==> src/rtl/multicycle_ctrl.sv <==
`default_nettype none
// ============================================================================
// multicycle_ctrl -- control FSM, condition check and flags for a multicycle ARM-subset core
// Revision: 1.0
// ============================================================================
module multicycle_ctrl #(
    parameter logic [3:0] FLAG_RESET = 4'b0000
) (
    input  logic       clk,
    input  logic       reset_n,
    input  logic [3:0] Cond,
    input  logic [1:0] Op,
    input  logic [5:0] Funct,
    input  logic [3:0] Rd,
    input  logic [3:0] ALUFlags,
    input  logic       mem_rdy,
    output logic       PCWrite,
    output logic       MemWrite,
    output logic       RegWrite,
    output logic       IRWrite,
    output logic       AdrSrc,
    output logic       ALUSrcA,
    output logic [1:0] ResultSrc,
    output logic [1:0] ALUSrcB,
    output logic [1:0] ImmSrc,
    output logic [1:0] RegSrc,
    output logic [1:0] ALUControl,
    output logic [3:0] state
);

    typedef enum logic [3:0] {
        FETCH  = 4'd0,
        DECODE = 4'd1,
        MEMADR = 4'd2,
        MEMRD  = 4'd3,
        MEMWB  = 4'd4,
        MEMWR  = 4'd5,
        EXECR  = 4'd6,
        EXECI  = 4'd7,
        ALUWB  = 4'd8,
        BRANCH = 4'd9
    } state_t;

    state_t     r_state;
    state_t     w_next;
    logic [3:0] r_flags;
    logic       cond_q;
    logic       w_cond_ex;
    logic [1:0] w_alu_dec;
    logic       w_arith;
    logic       w_exec;

    logic [3:0] w_cmd;
    logic       w_n, w_z, w_c, w_v;

    assign w_cmd = Funct[4:1];
    assign {w_n, w_z, w_c, w_v} = r_flags;
    assign w_exec = (r_state == EXECR) || (r_state == EXECI);
    assign state  = r_state;

    always_comb begin
        w_cond_ex = 1'b0;
        case (Cond)
            4'b0000: w_cond_ex = w_z;
            4'b0001: w_cond_ex = !w_z;
            4'b0010: w_cond_ex = w_c;
            4'b0011: w_cond_ex = !w_c;
            4'b0100: w_cond_ex = w_n;
            4'b0101: w_cond_ex = !w_n;
            4'b0110: w_cond_ex = w_v;
            4'b0111: w_cond_ex = !w_v;
            4'b1000: w_cond_ex = w_c && !w_z;
            4'b1001: w_cond_ex = !w_c || w_z;
            4'b1010: w_cond_ex = (w_n == w_v);
            4'b1011: w_cond_ex = (w_n != w_v);
            4'b1100: w_cond_ex = !w_z && (w_n == w_v);
            4'b1101: w_cond_ex = w_z || (w_n != w_v);
            4'b1110: w_cond_ex = 1'b1;
            default: w_cond_ex = 1'b0;
        endcase
    end

    always_comb begin
        w_alu_dec = 2'b00;
        w_arith   = 1'b0;
        case (w_cmd)
            4'b0100: begin w_alu_dec = 2'b00; w_arith = 1'b1; end
            4'b0010: begin w_alu_dec = 2'b01; w_arith = 1'b1; end
            4'b0000: w_alu_dec = 2'b10;
            4'b1100: w_alu_dec = 2'b11;
            default: w_alu_dec = 2'b00;
        endcase
    end

    always_ff @(posedge clk or negedge reset_n) begin
        if (!reset_n) begin
            r_state <= FETCH;
            r_flags <= FLAG_RESET;
            cond_q  <= 1'b0;
        end else begin
            r_state <= w_next;
            if (r_state == DECODE)
                cond_q <= w_cond_ex;
            // C and V only carry meaning for arithmetic ops; logical ops keep them
            if (w_exec && cond_q && Funct[0]) begin
                r_flags[3:2] <= ALUFlags[3:2];
                if (w_arith)
                    r_flags[1:0] <= ALUFlags[1:0];
            end
        end
    end

    always_comb begin
        w_next = FETCH;
        case (r_state)
            FETCH:   w_next = mem_rdy ? DECODE : FETCH;
            DECODE: begin
                case (Op)
                    2'b01:   w_next = MEMADR;
                    2'b00:   w_next = Funct[5] ? EXECI : EXECR;
                    2'b10:   w_next = BRANCH;
                    default: w_next = FETCH;
                endcase
            end
            MEMADR:  w_next = Funct[0] ? MEMRD : MEMWR;
            MEMRD:   w_next = mem_rdy ? MEMWB : MEMRD;
            MEMWR:   w_next = mem_rdy ? FETCH : MEMWR;
            EXECR:   w_next = ALUWB;
            EXECI:   w_next = ALUWB;
            default: w_next = FETCH;
        endcase
    end

    always_comb begin
        PCWrite    = 1'b0;
        MemWrite   = 1'b0;
        RegWrite   = 1'b0;
        IRWrite    = 1'b0;
        AdrSrc     = 1'b0;
        ALUSrcA    = 1'b0;
        ResultSrc  = 2'b00;
        ALUSrcB    = 2'b00;
        ALUControl = 2'b00;
        ImmSrc     = Op;
        RegSrc     = {Op == 2'b01, Op == 2'b10};
        case (r_state)
            FETCH: begin
                ALUSrcA   = 1'b1;
                ALUSrcB   = 2'b10;
                ResultSrc = 2'b10;
                // state reads FETCH during reset, so the handshake is masked
                IRWrite   = mem_rdy && reset_n;
                PCWrite   = mem_rdy && reset_n;
            end
            DECODE: begin
                ALUSrcA   = 1'b1;
                ALUSrcB   = 2'b10;
                ResultSrc = 2'b10;
            end
            MEMADR: ALUSrcB = 2'b01;
            MEMRD:  AdrSrc  = 1'b1;
            MEMWR: begin
                AdrSrc   = 1'b1;
                MemWrite = cond_q;
            end
            MEMWB: begin
                ResultSrc = 2'b01;
                RegWrite  = cond_q;
                PCWrite   = cond_q && (Rd == 4'b1111);
            end
            EXECR:  ALUControl = w_alu_dec;
            EXECI: begin
                ALUSrcB    = 2'b01;
                ALUControl = w_alu_dec;
            end
            ALUWB: begin
                RegWrite = cond_q;
                PCWrite  = cond_q && (Rd == 4'b1111);
            end
            BRANCH: begin
                ALUSrcB   = 2'b01;
                ResultSrc = 2'b10;
                PCWrite   = cond_q;
            end
            default: ;
        endcase
    end

endmodule
`default_nettype wire

==> config.mk <==
export PLATFORM = sky130hd
export DESIGN_NAME = multicycle_ctrl
export DESIGN_NICKNAME = d
export VERILOG_FILES = /design/src/rtl/multicycle_ctrl.sv
export SDC_FILE = /design/constraint.sdc
export NUM_CORES = 1
export LEC_CHECK = 0
export ABC_AREA = 1
export CORE_UTILIZATION = 42
export CTS_CLUSTER_DIAMETER = 40
export CTS_CLUSTER_SIZE = 40
export DETAILED_ROUTE_END_ITERATION = 10
export GPL_ROUTABILITY_DRIVEN = 0
export HOLD_SLACK_MARGIN = 0.15
export PLACE_DENSITY_LB_ADDON = 0.12
export SETUP_SLACK_MARGIN = 0.2
export SYNTH_ARGS = -nofsm -noshare
export SYNTH_HDL_FRONTEND = slang
export SYNTH_SLANG_ARGS = --single-unit
==> constraint.sdc <==
create_clock -name clk -period 2.5 [get_ports clk]
set_clock_uncertainty 0.1 [all_clocks]
set_input_delay 0.375 -clock clk [delete_from_list [all_inputs] [get_ports clk]]
set_output_delay 0.375 -clock clk [all_outputs]
set_load 0.1 [all_outputs]
==> metrics.md <==
| Metric | Value |
|---|---|
| Status | `complete, no violations` |
| Type of the most critical hold path | `in2async` |
| Via/cell ratio | `4.90` |
| Commonest cells post-synth | `38 x nand2_1, 25 x inv_1, 24 x nor2_1` |
| Clock Latency Late Sink | `270 ps` |
| Yosys reg bits | `9` |
| Final WS setup | `294 ps` |
| # diodes | `0` |
| Fillers | `114` |
| Layout Nets | `210` |
| Max Fclk | `0.453 GHz` |
| VDD IR max | `1.37 mV` |
| Worst-Margin Slew | `309 ps` |
| CTS Sinks | `9` |
| PwrDens | `1120 mW/mm^2` |
| Total die area | `0.00220 mm^2` |
| Tot Pwr | `0.00169 W` |
| Register area share after synthesis | `0.265` |
| Number of max-cap violations | `0` |
| Syn Nets | `165` |
| Switching share of power | `0.613` |
| Crit path DAT | `1730 ps` |
| Share of cells above drive strength 1 | `0.242` |
| Netlist cell types | `24` |
| Synth Warn # | `0` |
| I/O Buffers | `42` |
| Syn avg cell area | `5.97 um^2` |
| Setup Slack @ Placement | `222 ps` |
| Starting Density | `0.471` |
| Slew headroom | `0.793` |
| TritonCTS clock tree | `done` |
| Pin count of the biggest net entering global routing | `11` |
| Final worst path period share | `0.882` |
| Synth Flop Type | `dfrtp_1` |
| Hold_ws | `329 ps` |
| Reg power frac | `0.159` |
| Worst-path fanout max | `3` |
| Initial antenna violation count | `0` |
| DPL Wire Length | `1970 um` |
| Fraction of registers with async set or reset after synthesis | `1.00` |
| Period minus WS final | `2210 ps` |
| Wire per inst | `10.9 um` |
| H-Tree Depth | `1` |
| Part of the power in the clock network | `0.068` |
| RSZ-0062 raised after global routing | `false` |
| Clk root buf | `clkbuf_4` |
| Top cell type's share of synthesized area | `0.265` |
| Switch Pwr | `0.00104 W` |
| Worst path required time | `2030 ps` |
| Gr usage total | `0.219` |
| Worst r2r path cells | `5` |
| RR Startpoint | `state[3]$_DFF_PN0_` |
| Mapped cell area | `848 um^2` |
| Combinational share of power | `0.773` |
| CP startpoint | `Funct[2]` |
| Leakage | `0.731 nW` |
| Number of global-route vias before repair | `876` |
| Synth area leaders | `dfrtp_1 27%, nand2_1 17%, inv_1 11%` |
| Crit path kind | `in2out` |
| DRC violations left | `0` |
| Cell taking the most area after synthesis | `dfrtp_1` |
| Cells after DPL | `207` |
| Grt ovf | `0` |
| TritonRoute pass-1 iters | `4` |
| Final Hold Viols | `0` |
| Total CTS buffers | `3` |
| Reg clk slew, reported paths | `60 ps` |
| CORE AREA | `0.00180 mm^2` |
| Overall routed net length | `2300 um` |
| IO Count | `43` |
| Count leader, synth | `nand2_1` |
| Die X | `46.9 um` |
| Synthesis-to-layout area growth | `78.8%` |
| Die Ht | `46.9 um` |
| Setup violators final | `0` |
| Violation count after the first detailed-route iteration | `36` |
| Worst-case clock buffer depth | `2` |
| Pins over their slew limit | `0` |
| Via count | `1,033` |
| Int Pwr | `0.000655 W` |
| Rows | `15` |
| Final cell count without fillers | `211` |
| CP startpoint kind | `input pin` |
| Finished Core Util | `0.842` |
| First-pass GRT wire length | `3460 um` |
| Mapped Cells | `142` |
| Crit end category | `output pin` |
| Routed Antenna Nets | `0` |
| Post-synth EDFFs | `0` |
==> what timing repair did <==
item / 4_1_cts / 5_1_grt
endpoints found under the setup margin: 0 / 2
buffers inserted: 0 / 0
endpoints found under the hold margin: 0 / 0
hold buffers: 0 / 0
gates resized for setup: 0 / 2
==> through the flow <==
stage          setup TNS, ps  cell area [um^2]
6_report                   0              1520
5_1_grt                    0              1520
4_1_cts                    0              1510
3_5_place_dp               0              1480
3_3_place_gp               0              1480
2_1_floorplan          -1210               912
==> layout make-up <==
class	instances	area, um^2	area share
timing repair buffer	43	566	0.373
multi-input combinational	104	558	0.368
sequential	9	238	0.157
inverter	26	97.6	0.0644
tap	25	31.3	0.0206
clock buffer	4	26.3	0.0173
==> layer usage <==
layer  vias up  track usage  part of all wire
met4         0       0.0800             0.018
met3         5       0.0269             0.063
li1        533            -                 -
met5         -            0                 0
met1       448        0.300              0.44
met2        47        0.358              0.48
==> placed cells by master, fill, tap and decap left out <==
cell type and instances:
nand2_1 37, inv_1 24, nor2_1 22, clkdlybuf4s50_1 22, buf_12 15, nand3_1 10
buf_4 6, dfrtp_1 5, nand4_1 3, nor2_4 3, nor3_2 3, o21ai_0 3
a21oi_1 3, clkbuf_4 3, dfrtp_4 3, inv_2 2, nand2_2 2, or2_2 2
o21ai_1 2, o211ai_1 2, nand3b_1 2, o2111ai_1 1, o221ai_1 1, nand2_4 1
and3_1 1, or2_4 1, a21oi_4 1, a211oi_4 1, nor3_4 1, nor3_1 1
a21boi_0 1, clkbuf_1 1, dfrtp_2 1
==> state kept, by name, summed over array words and instances (netlist names) <==
| name | cells |
|---|---|
| state | 4 |
| r_flags | 4 |
| cond_q | 1 |
==> worst paths after layout <==
check | end | slack (ps)
max reg2reg | state[1]$_DFF_PN0_ | 900
max in group asynchronous | state[1]$_DFF_PN0_ | 1820
min in group clk | cond_q$_DFFE_PN0P_ | 390
min | state[3]$_DFF_PN0_ | 330
min reg2reg | cond_q$_DFFE_PN0P_ | 390
max | ALUControl[0] | 290
==> logic make-up (layout without fill, tap and decap cells) <==
logic type             count (synthesis)  after routing  synth area share
buffers and inverters                 29             73             0.146
and+or+nand+nor                       89             89             0.479
AOI/OAI and AO/OA                     15             15             0.109
DFF                                    9              9             0.265
==> worst max-delay path, stage by stage <==
cell and delay [ps]:
clkdlybuf4s50_1 430, or2_4 280, or2_2 300, a21oi_4 150, buf_12 190
==> power by group through the flow <==
stage,clock (W),combinational (W),sequential (W)
6_report,0.000115,0.00131,0.000269
5_1_grt,0.000123,0.00136,0.000274
4_1_cts,0.000116,0.00131,0.000265
3_5_place_dp,0,0.00131,0.000267
3_3_place_gp,0,0.00129,0.000265
2_1_floorplan,0,0.000758,0.000407
(Power assumes the default switching activity.)
